<file path="src/rtl/music_pkg.sv">
// -----------------------------------------------------------------------------
// music_pkg
// Shared definitions for the music player slice:
//   - note periods as full tone periods in clk cycles at 50 MHz
//   - REST_CODE, the period value that the player decodes as silence
//   - player_state_e, the sequencer state encoding
// -----------------------------------------------------------------------------
package music_pkg;

    // Period value that means "rest". A period of 0 is silent as well.
    localparam int REST_CODE = 2500;

    // Low octave (G4, A4, B4)
    localparam int D5  = 127551;
    localparam int D6  = 113636;
    localparam int D7  = 101239;

    // Middle octave (C5..B5)
    localparam int M1  = 95556;
    localparam int M2  = 85131;
    localparam int M3  = 75843;
    localparam int M4  = 71586;
    localparam int M5  = 63776;
    localparam int M6  = 56818;
    localparam int M7  = 50619;

    // Middle octave sharps
    localparam int M1S = 90193;
    localparam int M2S = 80354;
    localparam int M4S = 67568;
    localparam int M5S = 60197;
    localparam int M6S = 53629;

    // High octave (C6..B6)
    localparam int H1  = 47778;
    localparam int H2  = 42565;
    localparam int H3  = 37921;
    localparam int H4  = 35793;
    localparam int H5  = 31888;
    localparam int H6  = 28409;
    localparam int H7  = 25310;

    // Top notes (C7, D7)
    localparam int HH1 = 23889;
    localparam int HH2 = 21283;

    typedef enum logic [2:0] {
        ST_IDLE   = 3'd0,
        ST_FETCH0 = 3'd1,
        ST_FETCH1 = 3'd2,
        ST_PLAY   = 3'd3,
        ST_DONE   = 3'd4
    } player_state_e;

endpackage

</file>
<file path="src/rtl/music_player_tone_gen.sv">
// -----------------------------------------------------------------------------
// tone_gen
// Square-wave generator for one note period.
//   clk     in   1       system clock
//   rst_n   in   1       asynchronous active-low reset
//   load    in   1       latch 'period' and restart the phase at count 0
//   period  in   NOTE_W  full tone period in clk cycles (0 / REST_CODE = silent)
//   enable  in   1       0 forces the output low; the counter keeps running
//   wave    out  1       registered square wave, high for the first period/2
//                        counts of each period
// -----------------------------------------------------------------------------
module tone_gen
    import music_pkg::*;
#(
    parameter int NOTE_W    = 17,
    parameter int REST_CODE = music_pkg::REST_CODE
) (
    input  logic              clk,
    input  logic              rst_n,
    input  logic              load,
    input  logic [NOTE_W-1:0] period,
    input  logic              enable,
    output logic              wave
);

    localparam logic [NOTE_W-1:0] REST_VAL = NOTE_W'(REST_CODE);

    logic [NOTE_W-1:0] period_q, period_d;
    logic [NOTE_W-1:0] cnt_q, cnt_d;
    logic              wave_q, wave_d;
    logic              cur_silent, next_silent;

    always_ff @(posedge clk or negedge rst_n) begin
        if (!rst_n) begin
            period_q <= '0;
            cnt_q    <= '0;
            wave_q   <= 1'b0;
        end else begin
            period_q <= period_d;
            cnt_q    <= cnt_d;
            wave_q   <= wave_d;
        end
    end

    always_comb begin
        cur_silent = (period_q == '0) || (period_q == REST_VAL);
        period_d   = period_q;
        cnt_d      = cnt_q;
        if (load) begin
            period_d = period;
            cnt_d    = '0;
        end else if (cur_silent || (cnt_q == period_q - NOTE_W'(1))) begin
            cnt_d = '0;
        end else begin
            cnt_d = cnt_q + NOTE_W'(1);
        end
        // The wave is computed from the next counter value so that the
        // registered output lines up with cnt_q (high on count 0 right after
        // a load). Odd periods leave the low phase one cycle longer.
        next_silent = (period_d == '0) || (period_d == REST_VAL);
        wave_d      = enable && !next_silent && (cnt_d < (period_d >> 1));
    end

    assign wave = wave_q;

endmodule

</file>
<file path="src/rtl/music_player.sv">
// -----------------------------------------------------------------------------
// music_player
// Steps a song ROM once per beat, latches each returned note period into the
// tone generator and drives a square wave on the buzzer pin.
//   clk        in   1       system clock
//   rst_n      in   1       asynchronous active-low reset
//   start      in   1       pulse: begin song at address 0 (ignored while busy)
//   stop       in   1       pulse: abort playback (wins over start)
//   loop_en    in   1       wrap to address 0 after the last entry
//   rom_addr   out  ADDR_W  song ROM address
//   rom_note   in   NOTE_W  ROM data, valid one cycle after rom_addr
//   buzzer     out  1       registered square-wave tone
//   busy       out  1       high in FETCH0 / FETCH1 / PLAY
//   beat_tick  out  1       pulse in the cycle after a note is latched
//   done       out  1       pulse at song end (non-loop)
// Build option: define MUSIC_PLAYER_ARTIC_EN to silence the buzzer for the
// last GAP_CYCLES PLAY cycles of every beat, so repeated notes are separated.
// -----------------------------------------------------------------------------
module music_player
    import music_pkg::*;
#(
    parameter int ADDR_W      = 7,
    parameter int NOTE_W      = 17,
    parameter int SONG_LEN    = 128,
    parameter int BEAT_CYCLES = 12_500_000,
    parameter int REST_CODE   = music_pkg::REST_CODE,
    parameter int GAP_CYCLES  = 1_250_000
) (
    input  logic              clk,
    input  logic              rst_n,
    input  logic              start,
    input  logic              stop,
    input  logic              loop_en,
    output logic [ADDR_W-1:0] rom_addr,
    input  logic [NOTE_W-1:0] rom_note,
    output logic              buzzer,
    output logic              busy,
    output logic              beat_tick,
    output logic              done
);

    localparam int                BEAT_W    = $clog2(BEAT_CYCLES);
    // FETCH0 + FETCH1 + (BEAT_CYCLES-2) PLAY cycles counting down to 0.
    localparam logic [BEAT_W-1:0] BEAT_LOAD = BEAT_W'(BEAT_CYCLES - 3);
    localparam logic [ADDR_W-1:0] LAST_ADDR = ADDR_W'(SONG_LEN - 1);

    if ((SONG_LEN < 1) || (SONG_LEN > (1 << ADDR_W))) begin : g_bad_song_len
        $error("music_player: SONG_LEN must be in 1..2**ADDR_W");
    end
    if ((BEAT_CYCLES < 4) || (GAP_CYCLES >= BEAT_CYCLES - 2)) begin : g_bad_beat
        $error("music_player: need BEAT_CYCLES >= 4 and GAP_CYCLES < BEAT_CYCLES-2");
    end

    player_state_e     state_q, state_d;
    logic [ADDR_W-1:0] addr_q, addr_d;
    logic [BEAT_W-1:0] beat_q, beat_d;
    logic              beat_tick_q, beat_tick_d;
    logic              stop_hit;
    logic              tone_load;
    logic [NOTE_W-1:0] tone_period;
    logic              tone_enable;

    assign stop_hit = stop && (state_q != ST_IDLE);

    // State register
    always_ff @(posedge clk or negedge rst_n) begin
        if (!rst_n) begin
            state_q     <= ST_IDLE;
            addr_q      <= '0;
            beat_q      <= '0;
            beat_tick_q <= 1'b0;
        end else begin
            state_q     <= state_d;
            addr_q      <= addr_d;
            beat_q      <= beat_d;
            beat_tick_q <= beat_tick_d;
        end
    end

    // Next-state logic
    always_comb begin
        state_d = state_q;
        addr_d  = addr_q;
        beat_d  = beat_q;
        if (stop_hit) begin
            state_d = ST_IDLE;
            addr_d  = '0;
            beat_d  = '0;
        end else begin
            case (state_q)
                ST_IDLE: begin
                    if (start && !stop) begin
                        state_d = ST_FETCH0;
                        addr_d  = '0;
                    end
                end
                ST_FETCH0: state_d = ST_FETCH1;
                ST_FETCH1: begin
                    state_d = ST_PLAY;
                    beat_d  = BEAT_LOAD;
                end
                ST_PLAY: begin
                    if (beat_q == '0) begin
                        if (addr_q == LAST_ADDR) begin
                            // loop_en only matters at this decision point
                            if (loop_en) begin
                                addr_d  = '0;
                                state_d = ST_FETCH0;
                            end else begin
                                state_d = ST_DONE;
                            end
                        end else begin
                            addr_d  = addr_q + ADDR_W'(1);
                            state_d = ST_FETCH0;
                        end
                    end else begin
                        beat_d = beat_q - BEAT_W'(1);
                    end
                end
                ST_DONE: begin
                    state_d = ST_IDLE;
                    addr_d  = '0;
                end
                default: state_d = ST_IDLE;
            endcase
        end
    end

    // Output logic
    always_comb begin
        busy        = (state_q == ST_FETCH0) || (state_q == ST_FETCH1) || (state_q == ST_PLAY);
        done        = (state_q == ST_DONE);
        beat_tick_d = (state_q == ST_FETCH1) && !stop_hit;
        // A load of period 0 clears the tone generator on stop and at song end;
        // during FETCH0/FETCH1 the previous note keeps running untouched.
        tone_load   = stop_hit || (state_q == ST_FETCH1) || (state_q == ST_DONE);
        tone_period = ((state_q == ST_FETCH1) && !stop_hit) ? rom_note : '0;
`ifdef MUSIC_PLAYER_ARTIC_EN
        // Look at next-cycle state/counter because the buzzer is registered.
        tone_enable = !((state_d == ST_PLAY) && (beat_d < BEAT_W'(GAP_CYCLES)));
`else
        tone_enable = 1'b1;
`endif
    end

    tone_gen #(
        .NOTE_W    (NOTE_W),
        .REST_CODE (REST_CODE)
    ) u_tone (
        .clk    (clk),
        .rst_n  (rst_n),
        .load   (tone_load),
        .period (tone_period),
        .enable (tone_enable),
        .wave   (buzzer)
    );

    assign rom_addr  = addr_q;
    assign beat_tick = beat_tick_q;

endmodule

</file>
<file path="config.mk">
export PLATFORM = sky130hd
export DESIGN_NAME = music_player
export DESIGN_NICKNAME = d
export VERILOG_FILES = /design/src/rtl/music_pkg.sv /design/src/rtl/music_player_tone_gen.sv /design/src/rtl/music_player.sv
export SDC_FILE = /design/constraint.sdc
export NUM_CORES = 1
export LEC_CHECK = 0
export CORE_MARGIN = 1
export CORE_UTILIZATION = 60
export CTS_CLUSTER_DIAMETER = 50
export DETAILED_ROUTE_END_ITERATION = 16
export PLACE_DENSITY = 0.86
export SLEW_MARGIN = 20
export SYNTH_ARGS = -nofsm -noshare
export SYNTH_HDL_FRONTEND = slang
export SYNTH_HIERARCHICAL = 1
export SYNTH_SLANG_ARGS = --single-unit
export TNS_END_PERCENT = 1
</file>
<file path="constraint.sdc">
create_clock -name clk -period 5.91 [get_ports clk]
set_input_delay 1.182 -clock clk [delete_from_list [all_inputs] [get_ports clk]]
set_output_delay 1.182 -clock clk [all_outputs]
set_load 0.005 [all_outputs]
</file>
==> metrics.csv <==
stage;metric;value;unit
outcome;status;finished clean;
setup_path;crit_top_cell;o211ai_1;
power_and_ir_drop;p_leak;2.41;nW
cells_and_area;stdcell_count;670;
setup_path;path_delay_family;compound AO/OA/AOI/OAI gates;
synth;avgSynthCellArea;8.89;sq um
drt;drt_iter0_markers;397;
power_and_ir_drop;seqPwrFrac;41.3;%
synth;postSynthCellCount;538;
power_and_ir_drop;power;0.00152;W
synth;syn_area;0.00478;sq mm
die;fp.dieArea;0.00833;sq mm
setup_path;crit_chain;clkdlybuf4s50_1 -> o31ai_2 -> o21ai_2 -> or2_2 -> o21bai_1 -> a41o_1 -> nor2_1 -> ha_1 -> a21oi_1 -> o211ai_1 -> o211ai_1 -> o211ai_1 -> nand2_1 -> o211ai_1 -> o21ba_2;
global_routing;grt_pass1_wl;20.6;mm
cells_and_area;area.growth.synth_to_final;11.8;%
power_and_ir_drop;internal-power;0.000952;W
cts;cts_resized;0;
cells_and_area;layout-drive-gt1-share;6.87;%
die;io_pins;33;
cts;path_clk_slew;70;ps
drt;viasPerCell;6.56;
setup_path;path_class;in2reg;
place;dp_slack;644;ps
power_and_ir_drop;power_switching_share;37.2;%
setup_path;cp_max_fo;23;
sta;worst_slack;925;ps
synth;yosysWarnings;6;
global_routing;grt_max_degree;71;
setup_path;startpoint_type;primary input;
cells_and_area;most-common-layout-cells;dfrtp_1 (70), nor2_1 (50), nand2_1 (35), clkdlybuf4s50_1 (31), xnor2_1 (26);
global_routing;grt_pass1_vias;4304;
cts;clk_latency;360;ps
setup_path;crit_path_end_kind;flip-flop;
power_and_ir_drop;clock_power_share;26.0;%
synth;synth-async-reset-ratio;100;%
sta;maxSlewViolCount;0;
drt;drc;0;
die;initial_core_util;61.9;%
sta;max_freq;201;MHz
setup_path;cp.required;6210;ps
drt;wire_per_inst;18.3;um
worst_hold_path;holdCritPathClass;reg2reg;
global_routing;grt_overflow_total;0;
synth;synth_edf_count;0;
cts;cts_root_buf;clkbuf_8;
place;placed_cells;654;
drt;vias;4392;
cells_and_area;final_common_cell;dfrtp_1;
power_and_ir_drop;pwr-share-comb;32.7;%
synth;synth_area_leaders;dfrtp_1 (37%), ha_1 (5.2%), xnor2_1 (4.8%);
drt;finalWirelength;12.3;mm
synth;ys_seq_elements;70;
place;port-buffer-count;32;
sta;slew_headroom;40.2;%
sta;whs;547;ps
cells_and_area;nFillCells;599;
synth;yosys_most_used_dff;dfrtp_1;
cts;htree_levels;3;
sta;hold_viol;0;
power_and_ir_drop;p_sw;0.000565;W
sta;setup_viol;0;
synth;synth_cell_type_count;69;
drt;ant_nets;0;
global_routing;grt_usage;31.7;%
cells_and_area;n_antenna_cell;0;
job;drv_cap;0;
die;core_area;0.00773;sq mm
sta;finalSetupTns;0;ps
cts;numCtsBuffers;9;
cts;cts_tree;built;
die;die_y;91.3;um
place;place_congestion;0.932;
die;die_w;91.3;um
setup_path;crit_buf_inv;1;
sta;rsz0062_at_grt;no;
global_routing;antenna_found_initial;0;
cts;postCtsSetupBuffers;0;
synth;syn-num-nets;580;
synth;yosys.area.top_type;dfrtp_1;
drt;drt_pre_antenna_iters;5;
setup_path;slowest_stage;clkdlybuf4s50_1;
sta;final.period_utilization;84.4;%
sta;worstMarginPinSlew;898;ps
place;dp_hpwl;8.81;mm
cts;cts_hold_buffers;0;
cts;cts.sinks;70;
cts;cts_buffer_depth;2;
sta;fin_crit;4990;ps
setup_path;cpPeakStageDelay;740;ps
sta;finalClockSkew;8.41;ps
synth;yosysTopAreaCellShare;36.6;%
setup_path;arrival;5280;ps
synth;synth_seq_area_share;36.6;%
power_and_ir_drop;peakVddDrop;0.149;mV
die;num_rows;32;
power_and_ir_drop;power.density;284;mW/mm^2
cells_and_area;fin_nets;605;
## per-layer routing
layer  vias to the layer above  routed length (um)  GRT usage, %
li1                       2022                   -             -
met1                      2094                5150          41.8
met2                       241                5740          49.2
met3                        35                1040          6.37
met4                         0                 354          17.3
met5                         -                   0             0
## through the flow
step,utilization (%),cell area (sq um)
6_report,69.2,5350
5_1_grt,69.2,5350
4_1_cts,69.2,5350
3_5_place_dp,66.6,5150
3_3_place_gp,66.6,5150
2_1_floorplan,-,4780
## synthesized netlist by cell type (all sizes together) (3+ instances only)
| cell | n |
|---|---|
| a211o | 4 |
| nor2 | 50 |
| a21oi | 24 |
| nor2b | 5 |
| or4 | 8 |
| a21o | 3 |
| o22ai | 4 |
| o21ai | 28 |
| clkbuf | 10 |
| o21a | 4 |
| or3 | 14 |
| o31ai | 10 |
| xor2 | 11 |
| xnor2 | 26 |
| buf | 11 |
| or2 | 4 |
| and2 | 20 |
| nand2 | 35 |
| and3 | 16 |
| nor4 | 15 |
| a31oi | 6 |
| mux2i | 16 |
| dfrtp | 70 |
| inv | 25 |
| o211ai | 6 |
| a2111oi | 3 |
| a211oi | 5 |
| nand2b | 4 |
| nor3 | 18 |
| ha | 20 |
| nand4 | 9 |
| nand3 | 21 |
## path summary, 6_finish.rpt
| check | from | to | slack [ps] | cells after the start |
|---|---|---|---|---|
| max | stop | u_tone/wave | 920 | 15 |
| min | rom_addr[6] | rom_addr[6] | 550 | 1 |
| max reg2reg | u_tone/period_q[0] | u_tone/wave | 1420 | 17 |
| min reg2reg | rom_addr[6] | rom_addr[6] | 550 | 1 |
| max in group asynchronous | rst_n | u_tone/wave | 4300 | 2 |
| min in group asynchronous | rst_n | u_tone/period_q[12] | 1000 | 2 |
## worst register-to-register path, cell delays in order (launching register included)
cell	delay [ps]
dfrtp_1	420
inv_1	110
ha_1	220
nor2b_1	310
nand2_1	150
or3_1	360
xnor2_1	140
a2111oi_0	510
a41o_1	700
nor2_1	190
ha_1	350
a21oi_1	170
o211ai_1	110
o211ai_1	120
o211ai_1	140
nand2_1	100
o211ai_1	90
o21ba_2	250
## cell families (layout without fill, tap and decap cells)
| family | Yosys count | count (layout) | share of synthesized area, % |
|---|---|---|---|
| flip-flops | 70 | 70 | 36.6 |
| XOR/XNOR | 37 | 37 | 6.77 |
| AO/OA/AOI/OAI | 118 | 118 | 16.9 |
| AND/OR/NAND/NOR | 230 | 230 | 26.8 |
| adder cells (fa/ha/maj) | 20 | 20 | 5.23 |
| other | 1 | 1 | 0.0784 |
| multiplexers | 16 | 16 | 3.35 |
| buffers and inverters | 46 | 76 | 4.26 |
## power by group through the flow
stage          Combinational [W]  Clock (W)  Sequential [W]
2_1_floorplan           0.000382          0        0.000606
3_5_place_dp            0.000486          0        0.000631
4_1_cts                 0.000489   0.000398        0.000624
5_1_grt                 0.000546   0.000422        0.000636
3_3_place_gp            0.000467          0        0.000630
6_report                0.000496   0.000394        0.000627
## layout make-up
type                            instances  area, sq um  share of cell area, %
Sequential cell                        70         1750                   32.8
Clock buffer                           10          138                   2.57
Multi-Input combinational cell        422         2840                   53.1
Inverter                               25         93.8                   1.75
Timing Repair Buffer                   35          338                   6.32
Clock inverter                          6         61.3                   1.15
Tap cell                              102          128                   2.39
## flip-flops by register name, summed over array words and instances (netlist names)
signal and cells:
rom_addr 7, beat_tick 1, state_q 3, u_tone/wave 1, beat_q 24, u_tone/cnt_q 17
u_tone/period_q 17
No activity file was read; power rests on OpenSTA's default activity.
